===== src/rtl/mem_pkg.sv =====
// mem_pkg: shared widths, access-type and FSM encodings, and the MEM/WB
// bundle type for the memory stage.
package mem_pkg;

  localparam int TYPE_BITS = 3;
  localparam int DATA_BITS = 32;
  localparam int ADDR_BITS = 32;
  localparam int REG_BITS  = 5;

  // Encodings not listed here (3, 6, 7) are handled as full-word accesses.
  typedef enum logic [TYPE_BITS-1:0] {
    DT_B  = 3'd0,
    DT_H  = 3'd1,
    DT_W  = 3'd2,
    DT_BU = 3'd4,
    DT_HU = 3'd5
  } dtype_e;

  typedef enum logic {
    IDLE = 1'b0,
    WAIT = 1'b1
  } state_e;

  // Registered MEM/WB bundle handed to the writeback stage.
  typedef struct packed {
    logic [DATA_BITS-1:0] data;
    logic [REG_BITS-1:0]  rd;
    logic                 wr;
  } wb_t;

endpackage


===== src/rtl/mem_lane_align.sv =====
// mem_lane_align: combinational byte-lane steering for the memory stage.
// Builds store byte enables and lane-replicated store data, and extracts the
// addressed byte/half from a read word with sign or zero extension.
// MEM_MISALIGN_TRAP_EN: when defined, flags half accesses with off[0] set and
// word accesses with any nonzero offset.
module mem_lane_align
  import mem_pkg::*;
(
  input  logic [TYPE_BITS-1:0] dtype_i,
  input  logic [1:0]           off_i,
  input  logic [DATA_BITS-1:0] st_data_i,
  input  logic [DATA_BITS-1:0] rdata_i,
  output logic [3:0]           be_o,
  output logic [DATA_BITS-1:0] wdata_o,
  output logic [DATA_BITS-1:0] load_o,
  output logic                 misalign_o
);

  logic [7:0]  rd_b;
  logic [15:0] rd_h;

  // Half accesses only look at off[1]; the low offset bit is ignored.
  assign rd_b = rdata_i[{off_i, 3'b000} +: 8];
  assign rd_h = off_i[1] ? rdata_i[31:16] : rdata_i[15:0];

  // Per access size: enables, replicated store data, extended load value.
  always_comb begin
    be_o       = 4'b1111;
    wdata_o    = st_data_i;
    load_o     = rdata_i;
    misalign_o = 1'b0;
    case (dtype_i)
      DT_B, DT_BU: begin
        be_o    = 4'b0001 << off_i;
        wdata_o = {4{st_data_i[7:0]}};
        load_o  = {{24{rd_b[7] & (dtype_i == DT_B)}}, rd_b};
      end
      DT_H, DT_HU: begin
        be_o    = 4'b0011 << {off_i[1], 1'b0};
        wdata_o = {2{st_data_i[15:0]}};
        load_o  = {{16{rd_h[15] & (dtype_i == DT_H)}}, rd_h};
`ifdef MEM_MISALIGN_TRAP_EN
        misalign_o = off_i[0];
`endif
      end
      default: begin
`ifdef MEM_MISALIGN_TRAP_EN
        misalign_o = |off_i;
`endif
      end
    endcase
  end

endmodule


===== src/rtl/mem_stage.sv =====
// mem_stage: consumer of the EX/MEM register. Issues data-memory requests,
// stalls upstream on wait states, aborts after TIMEOUT_CYC wait cycles and
// produces the registered MEM/WB writeback bundle.
// MEM_MISALIGN_TRAP_EN: when defined, misaligned half/word accesses issue no
// request, pulse mem_misalign and write back a bubble.
module mem_stage
  import mem_pkg::*;
#(
  parameter int TIMEOUT_CYC = 255
) (
  input  logic                 clk,
  input  logic                 rst,
  input  logic [TYPE_BITS-1:0] ex_datatype,
  input  logic [DATA_BITS-1:0] ex_alu_out,
  input  logic [DATA_BITS-1:0] ex_dm_data,
  input  logic [ADDR_BITS-1:0] ex_pc2reg,
  input  logic [REG_BITS-1:0]  ex_rd_addr,
  input  logic                 ex_reg_wr,
  input  logic                 ex_rd_src,
  input  logic                 ex_dm2reg,
  input  logic                 ex_dm_rd,
  input  logic                 ex_dm_wr,
  output logic                 dm_req,
  output logic [3:0]           dm_we,
  output logic [ADDR_BITS-1:0] dm_addr,
  output logic [DATA_BITS-1:0] dm_wdata,
  input  logic                 dm_ready,
  input  logic [DATA_BITS-1:0] dm_rdata,
  output logic                 mem_stall,
  output logic                 mem_err,
  output logic                 mem_misalign,
  output logic [DATA_BITS-1:0] wb_data,
  output logic [REG_BITS-1:0]  wb_rd_addr,
  output logic                 wb_reg_wr
);

  localparam int CW = $clog2(TIMEOUT_CYC + 1);
  typedef logic [CW-1:0] cnt_t;
  localparam cnt_t CNT_MAX = cnt_t'(TIMEOUT_CYC);

  state_e state_q, state_d;
  cnt_t   cnt_q, cnt_d;
  wb_t    wb_q, wb_d;
  logic   err_q;

  logic                 acc;
  logic                 misalign;
  logic                 req_vld;
  logic                 abort;
  logic [3:0]           be;
  logic [DATA_BITS-1:0] load_ext;

  mem_lane_align u_align (
    .dtype_i    (ex_datatype),
    .off_i      (ex_alu_out[1:0]),
    .st_data_i  (ex_dm_data),
    .rdata_i    (dm_rdata),
    .be_o       (be),
    .wdata_o    (dm_wdata),
    .load_o     (load_ext),
    .misalign_o (misalign)
  );

  assign acc     = ex_dm_rd | ex_dm_wr;
  assign req_vld = acc & ~misalign;

  // Request FSM: zero-wait completes in IDLE; otherwise count wait cycles in
  // WAIT and abort once the count reaches TIMEOUT_CYC without dm_ready.
  always_comb begin
    state_d = state_q;
    cnt_d   = cnt_q;
    abort   = 1'b0;
    case (state_q)
      IDLE: begin
        if (req_vld && !dm_ready) begin
          state_d = WAIT;
          cnt_d   = cnt_t'(1);
        end
      end
      WAIT: begin
        if (dm_ready) begin
          state_d = IDLE;
          cnt_d   = '0;
        end else if (cnt_q == CNT_MAX) begin
          abort   = 1'b1;
          state_d = IDLE;
          cnt_d   = '0;
        end else begin
          cnt_d = cnt_q + cnt_t'(1);
        end
      end
    endcase
  end

  // FSM state and wait counter.
  always_ff @(posedge clk) begin
    if (rst) begin
      state_q <= IDLE;
      cnt_q   <= '0;
    end else begin
      state_q <= state_d;
      cnt_q   <= cnt_d;
    end
  end

  // Inputs are frozen by the stall while in WAIT, so address/enables/data
  // stay stable without extra holding registers.
  assign dm_req    = ~rst & ~abort & (req_vld | (state_q == WAIT));
  assign dm_we     = (dm_req && ex_dm_wr) ? be : 4'b0000;
  assign dm_addr   = {ex_alu_out[ADDR_BITS-1:2], 2'b00};
  assign mem_stall = dm_req & ~dm_ready & ~abort;

  // MEM/WB next value: bubble on stall, abort or trapped access; x0 never written.
  always_comb begin
    wb_d    = wb_q;
    wb_d.wr = 1'b0;
    if (!(mem_stall || abort || (acc && misalign))) begin
      wb_d.wr   = ex_reg_wr & (ex_rd_addr != '0);
      wb_d.rd   = ex_rd_addr;
      wb_d.data = ex_dm2reg ? load_ext : (ex_rd_src ? ex_pc2reg : ex_alu_out);
    end
  end

  // MEM/WB register and the timeout error pulse.
  always_ff @(posedge clk) begin
    if (rst) begin
      wb_q  <= '0;
      err_q <= 1'b0;
    end else begin
      wb_q  <= wb_d;
      err_q <= abort;
    end
  end

  assign wb_data    = wb_q.data;
  assign wb_rd_addr = wb_q.rd;
  assign wb_reg_wr  = wb_q.wr;
  assign mem_err    = err_q;

`ifdef MEM_MISALIGN_TRAP_EN
  logic mis_q;

  // One-cycle pulse for an access rejected as misaligned.
  always_ff @(posedge clk) begin
    if (rst) mis_q <= 1'b0;
    else     mis_q <= acc & misalign;
  end

  assign mem_misalign = mis_q;
`else
  assign mem_misalign = 1'b0;
`endif

endmodule


===== config.mk =====
export PLATFORM = sky130hd
export DESIGN_NAME = mem_stage
export DESIGN_NICKNAME = d
export VERILOG_FILES = /design/src/rtl/mem_pkg.sv /design/src/rtl/mem_lane_align.sv /design/src/rtl/mem_stage.sv
export SDC_FILE = /design/constraint.sdc
export NUM_CORES = 1
export LEC_CHECK = 0
export CAP_MARGIN = 0
export CORE_MARGIN = 2
export CORE_UTILIZATION = 36
export CTS_CLUSTER_SIZE = 20
export DETAILED_ROUTE_END_ITERATION = 10
export PLACE_DENSITY = 0.79
export SLEW_MARGIN = 40
export SYNTH_ARGS = -nofsm -noshare
export SYNTH_HDL_FRONTEND = slang
export SYNTH_SLANG_ARGS = --single-unit

===== constraint.sdc =====
create_clock -name clk -period 2.7 [get_ports clk]
set_clock_uncertainty 0.1 [all_clocks]
set_input_delay 0.81 -clock clk [delete_from_list [all_inputs] [get_ports clk]]
set_output_delay 0.81 -clock clk [all_outputs]
set_load 0.02 [all_outputs]

Word level (Yosys, flattened, before mapping)
Cells that the tools add are included.

word-level totals
  flip-flop bits (word level) = 48
  latch bits = 0
  RAM bits = 0
  bits in read-only memories = 0
  input bits = 144
  output and inout port bits = 110
  logic and storage cells = 55
  memories kept = 0

operators by class
  add/subtract/negate cells = 1
  multiply operators = 0
  divide/modulo/power cells = 0
  magnitude comparators = 0
  equality and inequality tests = 5
  shift operators = 3
  multiplexer cells = 18
  bitwise gates (word level) = 13
  reductions and logical operators = 9

operator list
  cell                                                  count
  case mux 32 bit (2 select lines)                      2
  two-way mux 32 bit                                    2
  variable part select 32 x 6 -> 8 bit                  1
  two-way mux 8 bit                                     3
  two-way mux 16 bit                                    1
  case mux 8 bit (2 select lines)                       1
  adder 8 x 1 -> 8 bit (second input constant)          1
  equality test 8 bit (second input constant)           1
  case mux 4 bit (2 select lines)                       1
  AND 1 bit                                             7
  equality test 3 bit (second input constant)           2
  two-way mux 1 bit                                     6
  OR reduction 2 bit                                    3
  nonzero test 5 bit                                    1
  two-way mux 4 bit                                     1
  inverter 1 bit                                        4
  << shifter 1 x 2 -> 4 bit (first input constant)      1
  << shifter 2 x 2 -> 4 bit (first input constant)      1
  equality test 3 x 1 -> 1 bit (second input constant)  1
  zero test 3 bit                                       1
  logical AND 1 bit                                     2
  != test 2 bit (second input constant)                 1
  OR 1 bit                                              2
  case mux 1 bit (2 select lines)                       1
  other kinds (2)                                       2

Logic depth before layout (Yosys ltp)
  depth after elaboration = 11
  depth in mapped cells = 8
  gate-level depth less buffers = 6

Modules after synthesis
From an unflattened synthesis, not the netlist that was laid out.

unflattened totals
  cells, all modules = 578
  area, all modules = 4202.8 µm²

by module, submodules not included
  module          instances  cells each  area each (µm²)  sequential area each (µm²)
  mem_stage       1          390         2979.1           960.9
  mem_lane_align  1          188         1223.7           0.0

Worst setup path before layout
Ideal clock, no wire load.

  path type = input to output
  start = input port ex_datatype[0]
  end = output port dm_wdata[24]
  data arrival time = 1.931 ns
  data required time = 1.790 ns
  slack = -0.141 ns
  stages on the path = 4
  path buffers = 2
  path through = clkbuf_1 > buf_2 > mux2i_1 > o21ai_0

on the way
  word-level cells in the longest chain between the ends = 3
  elaborated cells between the ends (all ways) = 7
  those cells by class = eq/ne: 3; mux: 1; reduce/logical: 3

RTL lines
  element                                            RTL line              text
  start: declaration                                 mem_stage.sv:13       input logic [TYPE_BITS-1:0] ex_datatype,
  equality test 3 bit, or another cell as far along  mem_lane_align.sv:32  case (dtype_i)
  OR reduction 2 bit                                 mem_lane_align.sv:32
  case mux 32 bit (2 select lines) (*)               mem_lane_align.sv:32
  end: declaration                                   mem_stage.sv:26       output logic [DATA_BITS-1:0] dm_wdata,

Every way passes the cells marked *; elsewhere a longest branch is shown, timed or not.

Worst setup path after layout
  start = input port dm_ready
  end = output port dm_we[1]

on the way
  word-level cells in the longest chain between the ends = 7

RTL lines
  element                 RTL line          text
  start: declaration      mem_stage.sv:27   input logic dm_ready,
  two-way mux 1 bit       mem_stage.sv:81   if (dm_ready) begin
  two-way mux 1 bit       mem_stage.sv:73   case (state_q)
  inverter 1 bit          mem_stage.sv:108  assign dm_req = ~rst & ~abort & (req_vld | (state_q == WAIT));
  AND 1 bit (2 in a row)  mem_stage.sv:108
  logical AND 1 bit       mem_stage.sv:109  assign dm_we = (dm_req && ex_dm_wr) ? be : 4'b0000;
  two-way mux 4 bit       mem_stage.sv:109
  end: declaration        mem_stage.sv:24   output logic [3:0] dm_we,

Every way passes these cells.

==> results.cfg <==
[floorplan]
rows = 37
die_y_microns = 106
die_area_sq_um = 11300
start_util_pct = 36.7
die_x_microns = 106
ioPinCount = 254
core_area_sq_um = 10200

[clock_network]
numClockSinks = 48
ctsLongestPathBuffers = 2
clkLatencyLatePin_ns = 0.31
path_clk_slew_ns = 0.10
cts_root_buffer = clkbuf_8
hold_buffers = 0
htree_levels = 2
cts_tree = yes
cts_made_buffers = 5

[synthesis]
synth.distinct_cells = 45
synth_largest_area_cell = dfxtp_1
syn_area_sq_um = 3760
synth_edf_count = 0
yosys-top-cells-area = dfxtp_1, mux2i_1, buf_4
ys_warn_count = 0
synth_ff_type = dfxtp_1
synth.most_common_cell = nor2_1
yosysTopAreaCellShare_pct = 25.6
avgSynthCellArea_sq_um = 7.88
synth_seq_cells = 48
netlist_instances = 477
async_flop_share_pct = 0
synth_commonest_cells = nor2_1, dfxtp_1, buf_4, mux2i_1, a21oi_1
yosysSeqAreaShare_pct = 25.6

[power_and_ir_drop]
ir_worst_vdd_mv = 0.208
p_leak_nw = 2.75
power_density_nw_per_um2 = 365

[place]
dp.cells = 840
routabilityCongestion = 0.874
port_buffers = 250
place_ws_ns = -0.738
dp_hpwl_microns = 12200

[timing]
slew_headroom_pct = 66.6
fmax_mhz = 369
grt_setup_unrepaired = true
period_share_pct = 100
setup_viol = 2
slew_viol_final = 0
hold_viol_final = 0
final.setup.tns_ns = -0.0145
worst_pin_slew_ns = 0.501
final.min_clock_period_ns = 2.71
setup_ws_ns = -0.00808

[grt]
grt_util_all_layers_pct = 26.0
grt_pass1_wl_microns = 23100
grt_pass1_vias = 4576
antenna_found_initial = 1
gr-total-overflow = 0
grt_max_degree = 40

[worst_setup_path]
cp.arrival_ns = 1.80
path_max_fanout = 4
cp.required_ns = 1.79
critPathCaptureType = primary output
crit_chain = buf_6 -> nand2b_4 -> nor4_4 -> nor2_1 -> nand2_2 -> a21oi_2 -> buf_4
critical_path.max_stage_delay_ns = 0.29
cp-start-kind = input pin
critical_path_class = input pin to primary output
cpMaxStageDelayCell = nor4_4

[routing]
via_count = 4522
drt-total-wl_microns = 15200
via_per_inst = 5.31
firstDrtPassIters = 6
drc_errors = 0
drt_iter0_markers = 325
wl_per_cell_microns = 17.8
ant_nets = 0

[min_path]
hold_path.class = flop to flop

[cells_and_area]
nNetsFinal = 858
area_growth_pct = 71.5
fillers = 921
finalNonFillerCells = 851
layout-drive-gt1-share_pct = 20.9
final_util_pct = 63.0

[status]
status = finished with violations
violations = negative setup slack

[flow_run]
drv_cap = 0
-- layout by cell type (no fill, tap or decap), types with 3 or more instances in the layout --
cell,n
inv_1,8
a21oi_1,34
a22o_1,8
clkdlybuf4s50_1,169
mux2_2,18
o22ai_1,8
nor2_2,3
a222oi_1,7
dlygate4sd2_1,43
o21ai_1,9
nand2_1,33
or2_2,3
buf_12,5
dfxtp_1,48
conb_1,3
a211oi_1,22
clkbuf_8,5
nor2_1,61
nand2b_1,3
and2_1,3
buf_4,55
mux2i_1,40
a211oi_2,10
o21ai_0,4
buf_6,7
a211o_1,7
a22oi_1,8
nor3_1,11
a31oi_1,5
buf_2,22
o211ai_1,3
nor2b_1,10
-- where the power goes --
part           switching (mW)  internal, mW  total, mW
clock network           0.271         0.279      0.551
registers              0.0271         0.759      0.786
logic                   0.492         0.527       1.02
-- through the flow --
stage	cell area (sq um)	hold WS [ns]	power (mW)
after global placement	6400	0.344	1.84
after detailed placement	6400	0.346	1.86
after global routing	6450	0.373	2.46
after floorplan	3770	0.372	1.31
final	6450	0.360	2.36
after CTS	6430	0.360	2.36
-- critical path: cells and delay by family --
kind            cells  cell delay, ns
simple gates        4            0.67
buf+inv             2            0.25
compound gates      1            0.05
-- what timing repair did --
item                                    4_1_cts  5_1_grt
pin swaps                                     6        4
endpoints found under the setup margin       92       20
buffers inserted                              2        1
resized for setup                           187       17
-- cells by family after synthesis --
group                    after synthesis  synth area share [%]
other                                  1                0.0998
adder cells (fa/ha/maj)                1                 0.333
AND/OR/NAND/NOR                      144                  17.5
AO/OA/AOI/OAI                        135                  25.8
buffers and inverters                 89                  14.1
multiplexers                          59                  16.6
flip-flops                            48                  25.6
-- flip-flops by register name (all words and copies together) (netlist names) --
name	cells
wb_reg_wr	1
state_q	1
wb_rd_addr	5
mem_err	1
cnt_q	8
wb_data	32
-- routing by layer --
| layer | track usage [%] | share of wire, % | routed length (microns) |
|---|---|---|---|
| met1 | 28.4 | 37 | 5640 |
| met2 | 50.5 | 53 | 8070 |
| met3 | 5.40 | 8.0 | 1210 |
| met4 | 6.20 | 1.6 | 241 |
| met5 | 0 | 0 | 0 |
-- area by class of cell --
type                    count  area, sq um  share of cell area [%]
well taps                 136          170                    2.64
clock buffers               5         68.8                    1.07
flip-flops and latches     48          961                    14.9
inverters                   9         33.8                   0.524
clock inverters             3         46.3                   0.718
diodes                      1         2.50                  0.0388
multi-input cells         342         2340                    36.2
repair buffers            307         2830                    43.9
-- path summary, 6_finish.rpt --
| check | slack (ns) | start | cells after the start | end |
|---|---|---|---|---|
| worst max-delay path | -0.008 | dm_ready | 7 | dm_we[1] |
| worst min-delay path | 0.36 | wb_data[8] | 2 | wb_data[8] |
| worst max register to register | 0.63 | state_q | 8 | wb_data[12] |
| worst min register to register | 0.36 | wb_data[8] | 2 | wb_data[8] |
Power figures use the tool's default switching activity.
